[src/rtl/riscv_pkg.sv]
`default_nettype none
// ============================================================================
// riscv_pkg : shared RV32 constants, fetch FSM encoding and fetch buffer entry
// Revision  : 1.0
// ============================================================================
package riscv_pkg;

    localparam int              XLEN             = 32;
    localparam logic [XLEN-1:0] RESET_PC_DEFAULT = 32'h0000_0000;

    localparam logic [6:0] OP_LUI   = 7'b0110111;
    localparam logic [6:0] OP_AUIPC = 7'b0010111;
    localparam logic [6:0] OP_JAL   = 7'b1101111;
    localparam logic [6:0] OP_JALR  = 7'b1100111;
    localparam logic [6:0] OP_BXX   = 7'b1100011;
    localparam logic [6:0] OP_LXX   = 7'b0000011;
    localparam logic [6:0] OP_SXX   = 7'b0100011;
    localparam logic [6:0] OP_IXX   = 7'b0010011;
    localparam logic [6:0] OP_RXX   = 7'b0110011;

    typedef enum logic [1:0] {
        IF_IDLE = 2'd0,
        IF_REQ  = 2'd1,
        IF_WAIT = 2'd2
    } ifetch_state_e;

    typedef struct packed {
        logic [XLEN-1:0] pc;
        logic [XLEN-1:0] inst;
    } fetch_entry_t;

    function automatic logic [XLEN-1:0] word_align(input logic [XLEN-1:0] addr);
        return {addr[XLEN-1:2], 2'b00};
    endfunction

endpackage
`default_nettype wire

[src/rtl/ifetch_fifo.sv]
`default_nettype none
// ============================================================================
// ifetch_fifo : synchronous {pc, inst} buffer with push/pop/flush; flush wins
// Revision    : 1.0
// ============================================================================
module ifetch_fifo
    import riscv_pkg::*;
#(
    parameter int DEPTH = 2
) (
    input  logic                    clk,
    input  logic                    reset,
    input  logic                    push,
    input  logic                    pop,
    input  logic                    flush,
    input  fetch_entry_t            wdata,
    output fetch_entry_t            rdata,
    output logic [$clog2(DEPTH):0]  count,
    output logic                    full,
    output logic                    empty
);

    localparam int PW = $clog2(DEPTH);
    localparam int CW = PW + 1;

    fetch_entry_t   mem [DEPTH];
    logic [PW-1:0]  wr_ptr;
    logic [PW-1:0]  rd_ptr;
    logic           do_push;
    logic           do_pop;

    assign full    = (count == CW'(DEPTH));
    assign empty   = (count == '0);
    assign do_push = push & ~full & ~flush;
    assign do_pop  = pop & ~empty & ~flush;
    assign rdata   = mem[rd_ptr];

    // Storage is cleared on reset so the head reads as zero until first write.
    always_ff @(posedge clk or posedge reset) begin
        if (reset) begin
            wr_ptr <= '0;
            rd_ptr <= '0;
            count  <= '0;
            for (int i = 0; i < DEPTH; i++) begin
                mem[i] <= '0;
            end
        end else if (flush) begin
            wr_ptr <= '0;
            rd_ptr <= '0;
            count  <= '0;
        end else begin
            if (do_push) begin
                mem[wr_ptr] <= wdata;
                wr_ptr      <= wr_ptr + PW'(1);
            end
            if (do_pop) begin
                rd_ptr <= rd_ptr + PW'(1);
            end
            count <= count + CW'(do_push) - CW'(do_pop);
        end
    end

endmodule
`default_nettype wire

[src/rtl/ifetch_unit.sv]
`default_nettype none
// ============================================================================
// ifetch_unit : PC holder issuing single-outstanding word fetches into a buffer
// Revision    : 1.0
// ============================================================================
module ifetch_unit
    import riscv_pkg::*;
#(
    parameter logic [XLEN-1:0] RESET_PC   = RESET_PC_DEFAULT,
    parameter int              FIFO_DEPTH = 2
) (
    input  logic            clk,
    input  logic            reset,
    output logic            imem_req,
    output logic [XLEN-1:0] imem_addr,
    input  logic            imem_gnt,
    input  logic            imem_rvalid,
    input  logic [XLEN-1:0] imem_rdata,
    input  logic            redirect_valid,
    input  logic [XLEN-1:0] redirect_pc,
    output logic            inst_valid,
    input  logic            inst_ready,
    output logic [XLEN-1:0] inst_data,
    output logic [XLEN-1:0] inst_pc
);

    localparam int              CW      = $clog2(FIFO_DEPTH) + 1;
    localparam logic [CW-1:0]   DEPTH_C = CW'(FIFO_DEPTH);

    ifetch_state_e      state;
    ifetch_state_e      state_nxt;
    logic [XLEN-1:0]    fetch_pc;
    logic [XLEN-1:0]    fetch_pc_nxt;
    logic [XLEN-1:0]    inflight_pc;
    logic               drop;
    logic               drop_nxt;
    logic               gnt_take;
    logic               rsp_keep;
    logic               pop;
    logic [CW-1:0]      count;
    logic [CW-1:0]      count_after;
    logic               fifo_full;
    logic               fifo_empty;
    fetch_entry_t       wr_entry;
    fetch_entry_t       head;

    assign gnt_take    = (state == IF_REQ) & imem_gnt;
    // rvalid outside WAIT has nothing to pair with and is ignored.
    assign rsp_keep    = (state == IF_WAIT) & imem_rvalid & ~drop & ~redirect_valid;
    assign pop         = inst_valid & inst_ready;
    assign count_after = count + CW'(rsp_keep) - CW'(pop);

    always_comb begin
        state_nxt    = state;
        fetch_pc_nxt = fetch_pc;
        drop_nxt     = drop;
        unique case (state)
            IF_IDLE: begin
                if (!fifo_full) state_nxt = IF_REQ;
            end
            IF_REQ: begin
                if (imem_gnt) begin
                    fetch_pc_nxt = fetch_pc + XLEN'(4);
                    state_nxt    = IF_WAIT;
                end
            end
            IF_WAIT: begin
                if (imem_rvalid) begin
                    drop_nxt  = 1'b0;
                    state_nxt = (count_after < DEPTH_C) ? IF_REQ : IF_IDLE;
                end
            end
            default: state_nxt = IF_IDLE;
        endcase

        // A redirect overrides everything; a fetch still in flight is marked stale.
        if (redirect_valid) begin
            fetch_pc_nxt = word_align(redirect_pc);
            if (gnt_take || ((state == IF_WAIT) && !imem_rvalid)) begin
                drop_nxt  = 1'b1;
                state_nxt = IF_WAIT;
            end else begin
                drop_nxt  = 1'b0;
                state_nxt = IF_REQ;
            end
        end
    end

    always_ff @(posedge clk or posedge reset) begin
        if (reset) begin
            state       <= IF_IDLE;
            fetch_pc    <= word_align(RESET_PC);
            inflight_pc <= '0;
            drop        <= 1'b0;
        end else begin
            state    <= state_nxt;
            fetch_pc <= fetch_pc_nxt;
            drop     <= drop_nxt;
            if (gnt_take) inflight_pc <= fetch_pc;
        end
    end

    assign wr_entry = '{pc: inflight_pc, inst: imem_rdata};

    ifetch_fifo #(
        .DEPTH (FIFO_DEPTH)
    ) u_fifo (
        .clk   (clk),
        .reset (reset),
        .push  (rsp_keep),
        .pop   (pop),
        .flush (redirect_valid),
        .wdata (wr_entry),
        .rdata (head),
        .count (count),
        .full  (fifo_full),
        .empty (fifo_empty)
    );

    assign imem_req   = (state == IF_REQ);
    assign imem_addr  = fetch_pc;
    assign inst_valid = ~fifo_empty;
    assign inst_data  = head.inst;
    assign inst_pc    = head.pc;

endmodule
`default_nettype wire

[config.mk]
export PLATFORM = sky130hd
export DESIGN_NAME = ifetch_unit
export DESIGN_NICKNAME = d
export VERILOG_FILES = /design/src/rtl/riscv_pkg.sv /design/src/rtl/ifetch_fifo.sv /design/src/rtl/ifetch_unit.sv
export SDC_FILE = /design/constraint.sdc
export NUM_CORES = 1
export LEC_CHECK = 0
export CORE_AREA = 2 2 138 167
export CTS_BUF_LIST = sky130_fd_sc_hd__clkbuf_8
export CTS_CLUSTER_SIZE = 8
export DETAILED_ROUTE_END_ITERATION = 12
export DIE_AREA = 0 0 140 169
export GPL_TIMING_DRIVEN = 0
export HOLD_SLACK_MARGIN = 0.02
export SYNTH_ARGS = -nofsm -noshare
export SYNTH_HDL_FRONTEND = slang
export SYNTH_SLANG_ARGS = --single-unit
[constraint.sdc]
create_clock -name clk -period 19.6 [get_ports clk]
set_input_delay 3.92 -clock clk [delete_from_list [all_inputs] [get_ports clk]]
set_output_delay 3.92 -clock clk [all_outputs]
set_load 0.03 [all_outputs]
==> flow_summary.ini <==
[cts]
cts_resized = 0
cts_hold_buf = 0
clk_pin_slew_ns = 0.09
insertion_delay_ns = 0.46
cts-root-buf = clkbuf_8
cts_setup_buffers = 0
clock_sinks = 191
numCtsBuffers = 17
cts_tree = done
clk_path_buf_depth = 2
htreeDepth = 4

[timing]
totalNegativeSetupSlack_ns = 0
rsz0062_at_grt = false
slew_headroom_pct = 47.1
fin_crit_sh_pct = 34.9
slew_viol_final = 0
fin_skew_ns = 0.0111
max_freq_ghz = 0.146
finalHoldViolCount = 0
setup_viol = 0
fin_crit_ns = 6.85
tightest_slew_ns = 0.793

[synth]
ys_ff_latch = 191
yosys.area.top_type_share_pct = 55.1
synth-xor-area-share_pct = 1.31
synth_area_leader_cell = dfrtp_1
synth_compound_area_share_pct = 4.50
async_flop_share_pct = 100
synth-edff-count = 0
synth_top_family_by_area = multiplexers
synth_common_cells = mux2_2, dfrtp_1, nand2_1
yosysMostFrequentCell = mux2_2
synthAdderAreaFrac_pct = 0.576
yosysWarnings = 0
avgSynthCellArea_um2 = 13.2
synth-simple-area-share_pct = 8.01
synthFlopType = dfrtp_1
synth_area_leaders = dfrtp_1, mux2_2, or4_1
synth_area_mm2 = 0.00868
synth_cell_types = 49
synthMuxAreaShare_pct = 27.5
ys_seq_area_share_pct = 55.1
syn_inst = 657

[grt]
grt_pass1_vias = 6300
grt_antenna_before_repair = 0
grt_usage_pct = 18.8
grt_max_degree = 125
grt_overflow = 0
grt_pass1_wl_um = 34800

[setup_path]
worst-path-buf-inv = 3
cpMostUsedCell = clkbuf_1
cp-start-kind = flop
crit_family = buffers and inverters
worstReg2RegEnd = u_fifo.mem[124]
cp_data_required_time_ns = 15.68
crit_path_top_delay_cell = clkbuf_1
reg2reg_depth = 7
critPathArrivalTime_ns = 2.93
crit_start = u_fifo.rd_ptr
crit_path_cell_trace = clkbuf_1 > clkbuf_1 > mux2_2 > clkdlybuf4s50_1
worstSetupEndpointType = primary output
critPathKind = reg2out
critPathMaxStageDelay_ns = 0.66
reg2reg_slack_ns = 17.24
r2r_start = state[0]
critPathMaxFanout = 10

[floorplanning]
rows = 60
die_area_mm2 = 0.0237
die_y_um = 169
ios = 168
dieWidth_um = 140
initial_core_util_pct = 39.2
core_mm2 = 0.0221

[drt]
drt_iter0_markers = 254
dr_wl_met3_um = 1260
routed-wl-met2_um = 10800
ant_nets = 0
wl_per_cell_um = 19.0
drcViolationCount = 13
wirelength_um = 21500
m1WireLength_um = 9130
highest_layer = met4
first_pass_iters = 8
vias_per_cell = 5.29
vias = 5995

[layout]
drive_gt1_share_pct = 31.9
final_nets = 915
area_growth_pct = 27.3
multiInputGateArea_mm2 = 0.00365
fill_cells = 1937
num_antenna_cells = 0
regArea_mm2 = 0.00478
final_design_area_no_fill_mm2 = 0.0110

[min_path]
holdPathEnd = u_fifo.mem[35]
hold_path.startpoint = u_fifo.mem[35]
whs_path_depth = 1
hp-class = reg2reg

[placed_design]
globalplace.congestion = 0.813
place_area_mm2 = 0.0107
dp_hpwl_um = 15300
io_buffers = 161

[pwr]
power_leakage_nw = 4.87
pwr_density_cell_mw_per_mm2 = 121
ir_drop_mv = 0.0569

[status]
violations = DRC
status = complete, but fails checks

[job]
cap_violations = 0
## layer usage
metal,GRT usage [%],vias up
met4,4.39,0
met2,32.0,179
met5,0,-
met3,4.64,25
li1,-,2740
met1,24.3,3051
## final cells by class
cell class	instances	share of cell area, %
clock buffers	18	2.24
multi-input cells	416	33.0
plain buffers	42	2.00
clock inverters	14	1.02
well taps	279	3.16
repair buffers	162	14.8
inverters	11	0.442
flip-flops and latches	191	43.3
## state kept, by name, summed over array words and instances, names as in the netlist
signal	cells
state	2
drop	1
u_fifo.count	2
u_fifo.mem	124
u_fifo.wr_ptr	1
imem_addr	30
u_fifo.rd_ptr	1
inflight_pc	30
## worst register-to-register path: cells and delay by family (launching register included)
family / cells / cell delay (ns)
AND/OR/NAND/NOR: 3 / 0.82
buffers and inverters: 3 / 0.70
flip-flops: 1 / 0.37
multiplexers: 1 / 0.35
## cell usage in the layout (no fill, tap or decap), types with 2 or more instances in the layout
cell type	n
or4_4	2
inv_1	11
clkinvlp_4	6
xor2_1	6
nor2_1	21
nor2b_1	4
clkbuf_1	17
o31ai_1	12
ha_1	4
or3_1	2
xnor2_1	7
clkbuf_8	18
inv_8	4
a31oi_1	15
conb_1	4
clkdlybuf4s50_1	161
nand4_1	4
o21ai_0	19
nor4_1	2
buf_2	9
inv_6	2
dfrtp_1	191
nand2_1	34
nand3_1	16
o211ai_1	4
o31a_1	2
nor3_1	4
nand4_2	2
buf_4	10
buf_1	4
or4_1	19
and4_1	3
buf_6	2
mux2_2	211
## kinds of logic after synthesis
group | count (synthesis)
multiplexers | 212
flip-flops | 191
AND/OR/NAND/NOR | 123
AO/OA/AOI/OAI | 60
buffers and inverters | 53
XOR/XNOR | 13
adder cells (fa/ha/maj) | 4
other | 1
## worst max path at each step
stage	slack (ns)	cells after the start	endpoint
4_1_cts	12.62	4	inst_data[2]
3_3_place_gp	8.22	2	u_fifo.mem[120]
2_1_floorplan	10.48	1	drop
6_report	12.75	4	inst_data[2]
3_5_place_dp	13.05	8	u_fifo.count[0]
5_1_grt	12.54	4	inst_data[0]
## per-stage QoR
step           worst slack, ns  hold WS (ns)  instances  utilization, %  power, mW
2_1_floorplan            10.48         0.462        660               -      0.906
5_1_grt                  12.54         0.522       1133            49.9       1.42
3_5_place_dp             13.05         0.487       1101            48.3       1.12
4_1_cts                  12.62         0.512       1133            49.9       1.36
3_3_place_gp              8.22         0.478       1100            48.1       1.10
6_report                 12.75         0.507       1133            49.9       1.34
## report_power, final
| part | total (mW) | switching, mW | internal, mW |
|---|---|---|---|
| combinational | 0.533 | 0.267 | 0.266 |
| sequential | 0.569 | 0.0674 | 0.501 |
| clock | 0.240 | 0.146 | 0.0936 |
No activity file was read; power rests on OpenSTA's default activity.
